==> config.mk <==
export PLATFORM = sky130hd
export DESIGN_NAME = vga_text_console
export DESIGN_NICKNAME = d
export VERILOG_FILES = /design/src/rtl/vga_text_console.sv
export SDC_FILE = /design/constraint.sdc
export NUM_CORES = 1
export LEC_CHECK = 0
export BUFFER_PORTS_ARGS = -buffer_cell sky130_fd_sc_hd__buf_2
export CAP_MARGIN = 0
export CORE_MARGIN = 10
export CORE_UTILIZATION = 40
export CTS_CLUSTER_DIAMETER = 200
export DETAILED_ROUTE_END_ITERATION = 12
export HOLD_SLACK_MARGIN = 0.15
export MAX_ROUTING_LAYER = met4
export PLACE_DENSITY_LB_ADDON = 0.15
export SLEW_MARGIN = 20
export SYNTH_ARGS = -nofsm -noshare
export SYNTH_HDL_FRONTEND = slang
export SYNTH_SLANG_ARGS = --single-unit
==> constraint.sdc <==
create_clock -name clk -period 1.9 [get_ports clk]
set_input_delay 0 -clock clk [delete_from_list [all_inputs] [get_ports clk]]
set_output_delay 0 -clock clk [all_outputs]
set_load 0.01 [all_outputs]
==> src/rtl/vga_text_console.sv <==
`default_nettype none
// +--------------------------------------------------------------------------+
// | Module   : vga_text_console                                              |
// | Purpose  : byte-stream text console writing {attr,char} symbols to VRAM  |
// | Revision : 1.0                                                           |
// +--------------------------------------------------------------------------+
module vga_text_console #(
  parameter int         COLS           = 80,
  parameter int         ROWS           = 30,
  parameter logic [7:0] DEF_ATTR       = 8'h0F,
  parameter bit         CLEAR_ON_RESET = 1'b1
) (
  input  logic        clk,
  input  logic        reset,
  input  logic        ch_valid,
  input  logic [7:0]  ch_data,
  input  logic [7:0]  ch_attr,
  output logic        ch_ready,
  output logic        busy,
  output logic [10:0] ram_addr,
  output logic [3:0]  ram_we,
  output logic [31:0] ram_wdata,
  input  logic [31:0] ram_rdata,
  output logic [4:0]  cur_row,
  output logic [6:0]  cur_col
);

  typedef enum logic [2:0] {
    S_IDLE   = 3'd0,
    S_PUT    = 3'd1,
    S_SCR_RD = 3'd2,
    S_SCR_WR = 3'd3,
    S_FILL   = 3'd4,
    S_CLEAR  = 3'd5
  } state_t;

  localparam state_t      c_RST_STATE = CLEAR_ON_RESET ? S_CLEAR : S_IDLE;
  localparam logic [10:0] c_HALF      = 11'(COLS / 2);
  localparam logic [10:0] c_LAST_WORD = 11'(ROWS * COLS / 2 - 1);
  localparam logic [10:0] c_FILL0     = 11'((ROWS - 1) * COLS / 2);
  localparam logic [4:0]  c_LAST_ROW  = 5'(ROWS - 1);
  localparam logic [6:0]  c_LAST_COL  = 7'(COLS - 1);

  state_t      r_state, w_state_nx;
  logic [4:0]  r_row, w_row_nx;
  logic [6:0]  r_col, w_col_nx;
  logic [7:0]  r_char, w_char_nx;
  logic [7:0]  r_attr, w_attr_nx;
  logic [10:0] r_cnt, w_cnt_nx;
  logic        r_ready;
  logic        r_use_rd;
  logic [31:0] r_wdata;

  logic [10:0] w_addr;
  logic [3:0]  w_we;
  logic [31:0] w_wdata;
  logic        w_use_rd;
  logic [11:0] w_sym_idx;
  logic [15:0] w_sym;
  logic [15:0] w_blank;

  assign w_sym_idx = 12'(r_row) * 12'(COLS) + 12'(r_col);
  assign w_sym     = {r_attr, r_char};
  assign w_blank   = {r_attr, 8'h20};

  always_comb begin
    w_state_nx = r_state;
    w_row_nx   = r_row;
    w_col_nx   = r_col;
    w_char_nx  = r_char;
    w_attr_nx  = r_attr;
    w_cnt_nx   = r_cnt;
    w_addr     = '0;
    w_we       = '0;
    w_wdata    = '0;
    w_use_rd   = 1'b0;
    case (r_state)
      S_IDLE: begin
        if (ch_valid && r_ready) begin
          w_char_nx = ch_data;
          w_attr_nx = ch_attr;
          case (ch_data)
            8'h0A: begin
              w_col_nx = '0;
              if (r_row == c_LAST_ROW) begin
                w_state_nx = S_SCR_RD;
                w_cnt_nx   = c_HALF;
              end else begin
                w_row_nx = r_row + 5'd1;
              end
            end
            8'h0D: w_col_nx = '0;
            8'h08: if (r_col != '0) w_col_nx = r_col - 7'd1;
            8'h0C: begin
              w_row_nx   = '0;
              w_col_nx   = '0;
              w_cnt_nx   = '0;
              w_state_nx = S_CLEAR;
            end
            default: w_state_nx = S_PUT;
          endcase
        end
      end
      S_PUT: begin
        w_addr     = 11'(w_sym_idx >> 1);
        w_we       = r_col[0] ? 4'b0011 : 4'b1100;
        w_wdata    = {w_sym, w_sym};
        w_state_nx = S_IDLE;
        if (r_col < c_LAST_COL) begin
          w_col_nx = r_col + 7'd1;
        end else begin
          w_col_nx = '0;
          if (r_row == c_LAST_ROW) begin
            w_state_nx = S_SCR_RD;
            w_cnt_nx   = c_HALF;
          end else begin
            w_row_nx = r_row + 5'd1;
          end
        end
      end
      S_SCR_RD: begin
        w_addr     = r_cnt;
        w_state_nx = S_SCR_WR;
      end
      S_SCR_WR: begin
        // Data comes straight from the read port one cycle after the read address.
        w_addr   = r_cnt - c_HALF;
        w_we     = 4'hF;
        w_use_rd = 1'b1;
        if (r_cnt == c_LAST_WORD) begin
          w_cnt_nx   = c_FILL0;
          w_state_nx = S_FILL;
        end else begin
          w_cnt_nx   = r_cnt + 11'd1;
          w_state_nx = S_SCR_RD;
        end
      end
      S_FILL, S_CLEAR: begin
        w_addr  = r_cnt;
        w_we    = 4'hF;
        w_wdata = {w_blank, w_blank};
        if (r_cnt == c_LAST_WORD) begin
          w_cnt_nx   = '0;
          w_state_nx = S_IDLE;
        end else begin
          w_cnt_nx = r_cnt + 11'd1;
        end
      end
      default: w_state_nx = S_IDLE;
    endcase
  end

  // RAM port is registered, so every write lands one cycle after its state.
  always_ff @(posedge clk) begin
    if (reset) begin
      r_state  <= c_RST_STATE;
      r_row    <= '0;
      r_col    <= '0;
      r_char   <= '0;
      r_attr   <= DEF_ATTR;
      r_cnt    <= '0;
      r_ready  <= 1'b0;
      r_use_rd <= 1'b0;
      r_wdata  <= '0;
      ram_addr <= '0;
      ram_we   <= '0;
    end else begin
      r_state  <= w_state_nx;
      r_row    <= w_row_nx;
      r_col    <= w_col_nx;
      r_char   <= w_char_nx;
      r_attr   <= w_attr_nx;
      r_cnt    <= w_cnt_nx;
      r_ready  <= (w_state_nx == S_IDLE);
      r_use_rd <= w_use_rd;
      r_wdata  <= w_wdata;
      ram_addr <= w_addr;
      ram_we   <= w_we;
    end
  end

  assign ram_wdata = r_use_rd ? ram_rdata : r_wdata;
  assign ch_ready  = r_ready;
  assign busy      = (r_state == S_SCR_RD) || (r_state == S_SCR_WR) ||
                     (r_state == S_FILL)   || (r_state == S_CLEAR);
  assign cur_row   = r_row;
  assign cur_col   = r_col;

endmodule
`default_nettype wire

* Word level (Yosys, flattened, before mapping) *
Cells that the tools add are included.

operators by class
  add/sub/neg operators = 6
  multiply operators = 1
  $lt $le $gt $ge = 1
  equality and inequality tests = 16
  multiplexer cells = 31
  reductions and logical operators = 18

operators by type and width
  operator                 number
  $pmux W32 S2             1
  $mux W11                 5
  $pmux W11 S4             1
  $pmux W11 S3             1
  $eq A8 B4 Y1 const B     4
  $mux W32                 1
  $pmux W7 S2              2
  $pmux W11 S2             1
  $mux W7                  3
  $pmux W5 S2              2
  $mux W5                  3
  $pmux W3 S5              1
  $add A12 B7 Y12          1
  $mux W3                  4
  $reduce_and A4 Y1        3
  $add A11 B1 Y11 const B  1
  $eq A11 B11 Y1 const B   1
  $sub A11 B6 Y11 const B  1
  $pmux W3 S3              1
  $reduce_or A3 Y1         3
  $mul A5 B3 Y8 const B    1
  $pmux W4 S2              1
  $add A7 B1 Y7 const B    1
  $lt A7 B7 Y1 const B     1
  21 further kinds         29

word-level totals
  bits in registers = 91
  output and inout port bits = 61
  word-level logic and storage cells = 84

* Longest topological paths before layout *
  depth in word-level cells = 6
  mapped depth = 8

* Worst setup path after synthesis *
Ideal clock, no wire load.

  path type = flip-flop to flip-flop
  start = register r_row[1], in the netlist cur_row[1]
  end = register ram_addr[9]
  library setup time = 124 ps
  data arrival time = 2087 ps
  required time = 1776 ps
  setup slack = -310 ps
  stages on the path, launching flop included = 8
  clock period less this slack = 2210 ps
  cell sequence = dfxtp_1 ha_1 ha_1 fa_1 xnor2_1 nor4b_1 xor2_1 o2bb2ai_1

on the way
  word-level cells in the longest chain between the ends = 3

ends and longest elaborated chain
  item                      RTL line  RTL
  start: declaration        45        logic [4:0] r_row, w_row_nx;
  start signal: assignment  169       r_row <= w_row_nx;
  $mul A5 B3 Y8             62        assign w_sym_idx = 12'(r_row) * 12'(COLS) + 12'(r_col);
  $add A12 B7 Y12           62
  $pmux W11 S3              77        case (r_state)
  end signal: assignment    177       ram_addr <= w_addr;
  end: declaration          20        output logic [10:0] ram_addr,

Every way passes these cells.
A chain may end at the register's enable or synchronous reset.

* Worst setup path in the final report *
  start = register r_row[3], in the netlist cur_row[3]
  end = register ram_addr[8]

The elaborated chain is that of the path after synthesis.

==> impl_metrics.json <==
{
  "syn2layout_area_growth_pct": 39.9,
  "p_seq_frac": 0.517,
  "setup_tns_ns": -0.196,
  "clock_skew_ns": 0.0152,
  "hold_violations": 0,
  "cp-start-kind": "flip-flop",
  "synth-edff-count": 0,
  "drtPass1Iterations": 5,
  "antenna_found_initial": 0,
  "routedWlPerCell_um": 16.7,
  "grt_pass1_vias": 4564,
  "cts_root_buf": "clkbuf_8",
  "nNetsFinal": 823,
  "power_density_nw_per_um2": 491,
  "drv_slew": 0,
  "syn_area_per_cell_um2": 7.66,
  "die_y_um": 124,
  "io_pins": 112,
  "relSlewSlack": 0.630,
  "overflow": 0,
  "status": "finished with violations",
  "clk_latency_ns": 0.36,
  "grt_usage": 0.188,
  "initial_core_util": 0.405,
  "post-route-period-util": 1.04,
  "ir_drop_uv": 252,
  "endpoint_kind": "flip-flop",
  "path_clk_slew_ns": 0.08,
  "intPower_mw": 2.24,
  "max_cap_violations": 0,
  "arrival_ns": 2.21,
  "timing.fmax_ghz": 0.504,
  "fin_crit_ns": 1.98,
  "io_buffer_count": 111,
  "path_class": "reg2reg",
  "core-area_um2": 10700,
  "p_total_mw": 2.99,
  "vias_per_cell": 5.35,
  "placed_area_um2": 5550,
  "swShare": 0.251,
  "synthCells": 569,
  "numCtsBuffers": 9,
  "die_x_um": 124,
  "syn_area_um2": 4360,
  "hold_ws_ns": 0.281,
  "rows": 38,
  "tightest_slew_ns": 0.549,
  "vias": 4803,
  "antenna_left": 0,
  "ys_warn_count": 0,
  "grt_max_degree": 49,
  "async_reset_ff_frac": 0,
  "drcViolationCount": 0,
  "p_comb_frac": 0.083,
  "worst_slack_ns": -0.0836,
  "synth_cell_types": 69,
  "clockBufferDepth": 2,
  "antennaDiodeCount": 0,
  "synth_nets": 639,
  "cts_tree": "built",
  "h-tree-depth": 3,
  "synth-seq-cells": 73,
  "fill_cells": 985,
  "dp_hpwl_um": 11600,
  "place_inst": 859,
  "cp.required_ns": 2.13,
  "ys.flop_type": "dfxtp_1",
  "drt-initial-drc-count": 311,
  "pwr-share-clk": 0.400,
  "gp_congestion": 0.935,
  "mostFrequentLayoutCell": "nand2_1",
  "leakagePower_nw": 2.84,
  "violations": "negative setup slack",
  "clock-sinks": 73,
  "final_cell_mix": "nand2_1, buf_2, buf_4, dfxtp_1, a21oi_1",
  "finalInstanceArea_um2": 6100,
  "grt_setup_unrepaired": "true",
  "layout-drive-gt1-share": 0.346,
  "die-area_um2": 15500,
  "layoutNonFillerInstCount": 897,
  "setup_viol": 3,
  "hold_path_class": "in2out",
  "p_sw_mw": 0.750,
  "cp_max_fo": 2,
  "wl_um": 15000,
  "ys_seq_area_frac": 0.335,
  "grt_pass1_wl_um": 23800
}
-- repair_timing --
action | in CTS | in global routing
resized for setup | 7 | 30
setup endpoints to repair | 9 | 25
setup buffers | 0 | 6
cloned | 0 | 0
hold endpoints to repair | 20 | 0
pin swaps | 2 | 8
hold buffers | 17 | 0
-- per-layer routing --
| metal | vias up | GRT usage | routed length, µm |
|---|---|---|---|
| met5 | - | - | 0 |
| met4 | 0 | 0.0528 | 212 |
| met3 | 18 | 0.0506 | 1090 |
| met2 | 191 | 0.295 | 6930 |
| met1 | 2218 | 0.233 | 6740 |
| li1 | 2376 | - | - |
-- state kept, by name, indices dropped and copies added (netlist names) --
signal    count
cur_col       7
r_wdata      16
r_use_rd      1
r_char        8
cur_row       5
r_cnt        11
ram_addr     11
r_state       3
ch_ready      1
r_attr        8
ram_we        2
-- worst paths after layout --
kind | start | endpoint | slack (ns) | cells past startpoint
max | cur_row[3] | ram_addr[8] | -0.08 | 8
min | ram_rdata[30] | ram_wdata[30] | 0.28 | 4
max reg2reg | cur_row[3] | ram_addr[8] | -0.08 | 8
min reg2reg | r_char[4] | r_char[4] | 0.45 | 2
-- power groups by stage --
stage	combinational [mW]	sequential (mW)	clock [mW]
after floorplan	0.0935	1.59	0
final	0.248	1.55	1.20
after detailed placement	0.212	1.58	0
after global placement	0.210	1.58	0
after global routing	0.274	1.55	1.28
after CTS	0.242	1.55	1.22
-- kinds of logic (layout without fill, tap and decap cells) --
family / after synthesis / after routing / share of synthesized area
xor gates and xnor gates: 13 / 13 / 0.0261
buffers and inverters: 56 / 244 / 0.0557
DFF: 73 / 73 / 0.335
AOI/OAI and AO/OA: 143 / 143 / 0.223
and+or+nand+nor: 265 / 265 / 0.301
adders and majority gates: 19 / 19 / 0.0580
-- stage by stage --
step / setup slack, ns / util
floorplan: -0.00951 / -
global placement: -0.0314 / 0.517
detailed placement: -0.0668 / 0.517
CTS: -0.0550 / 0.551
global route: -0.139 / 0.567
finish: -0.0836 / 0.567
-- cell usage after synthesis (all sizes together) (3+ instances only) --
cell type  number  area, µm²
a21o            7       52.6
a211oi         11       95.1
o32ai           7       61.3
and2           17        106
a31oi          10       62.6
clkbuf         22       82.6
nor2           34        128
nand3          11       55.1
buf            14       85.1
nor4            7       65.1
nand2         121        454
o21ai          28        140
or2             6       37.5
and3            7       43.8
nor2b           4       25.0
a21oi          35        175
or3b            3       26.3
inv            19       71.3
nor3           14       70.1
o31ai           3       22.5
a221oi          4       35.0
o21bai          3       22.5
a22oi           6       45.0
dfxtp          73       1460
nand4           8       56.3
ha             17        213
xnor2          11       96.3
o211ai          3       22.5
nand2b         20        125
-- final cells by class --
class / instances / area (µm²) / share of cell area
clock buffer: 11 / 163 / 0.0267
clock inverter: 4 / 26.3 / 0.00431
inverter: 20 / 75.1 / 0.0123
multi-input combinational: 440 / 2820 / 0.462
sequential: 73 / 1480 / 0.243
tap: 140 / 175 / 0.0287
timing repair buffer: 209 / 1360 / 0.222
-- worst max-delay path, cell delays in order, from the launching register on --
cell,delay (ns)
dfxtp_4,0.36
ha_4,0.24
ha_4,0.16
fa_2,0.36
xnor2_2,0.16
buf_4,0.15
nor3_2,0.20
nand3b_1,0.14
a31oi_1,0.08
Note: power is estimated with default switching activity, not from simulation.
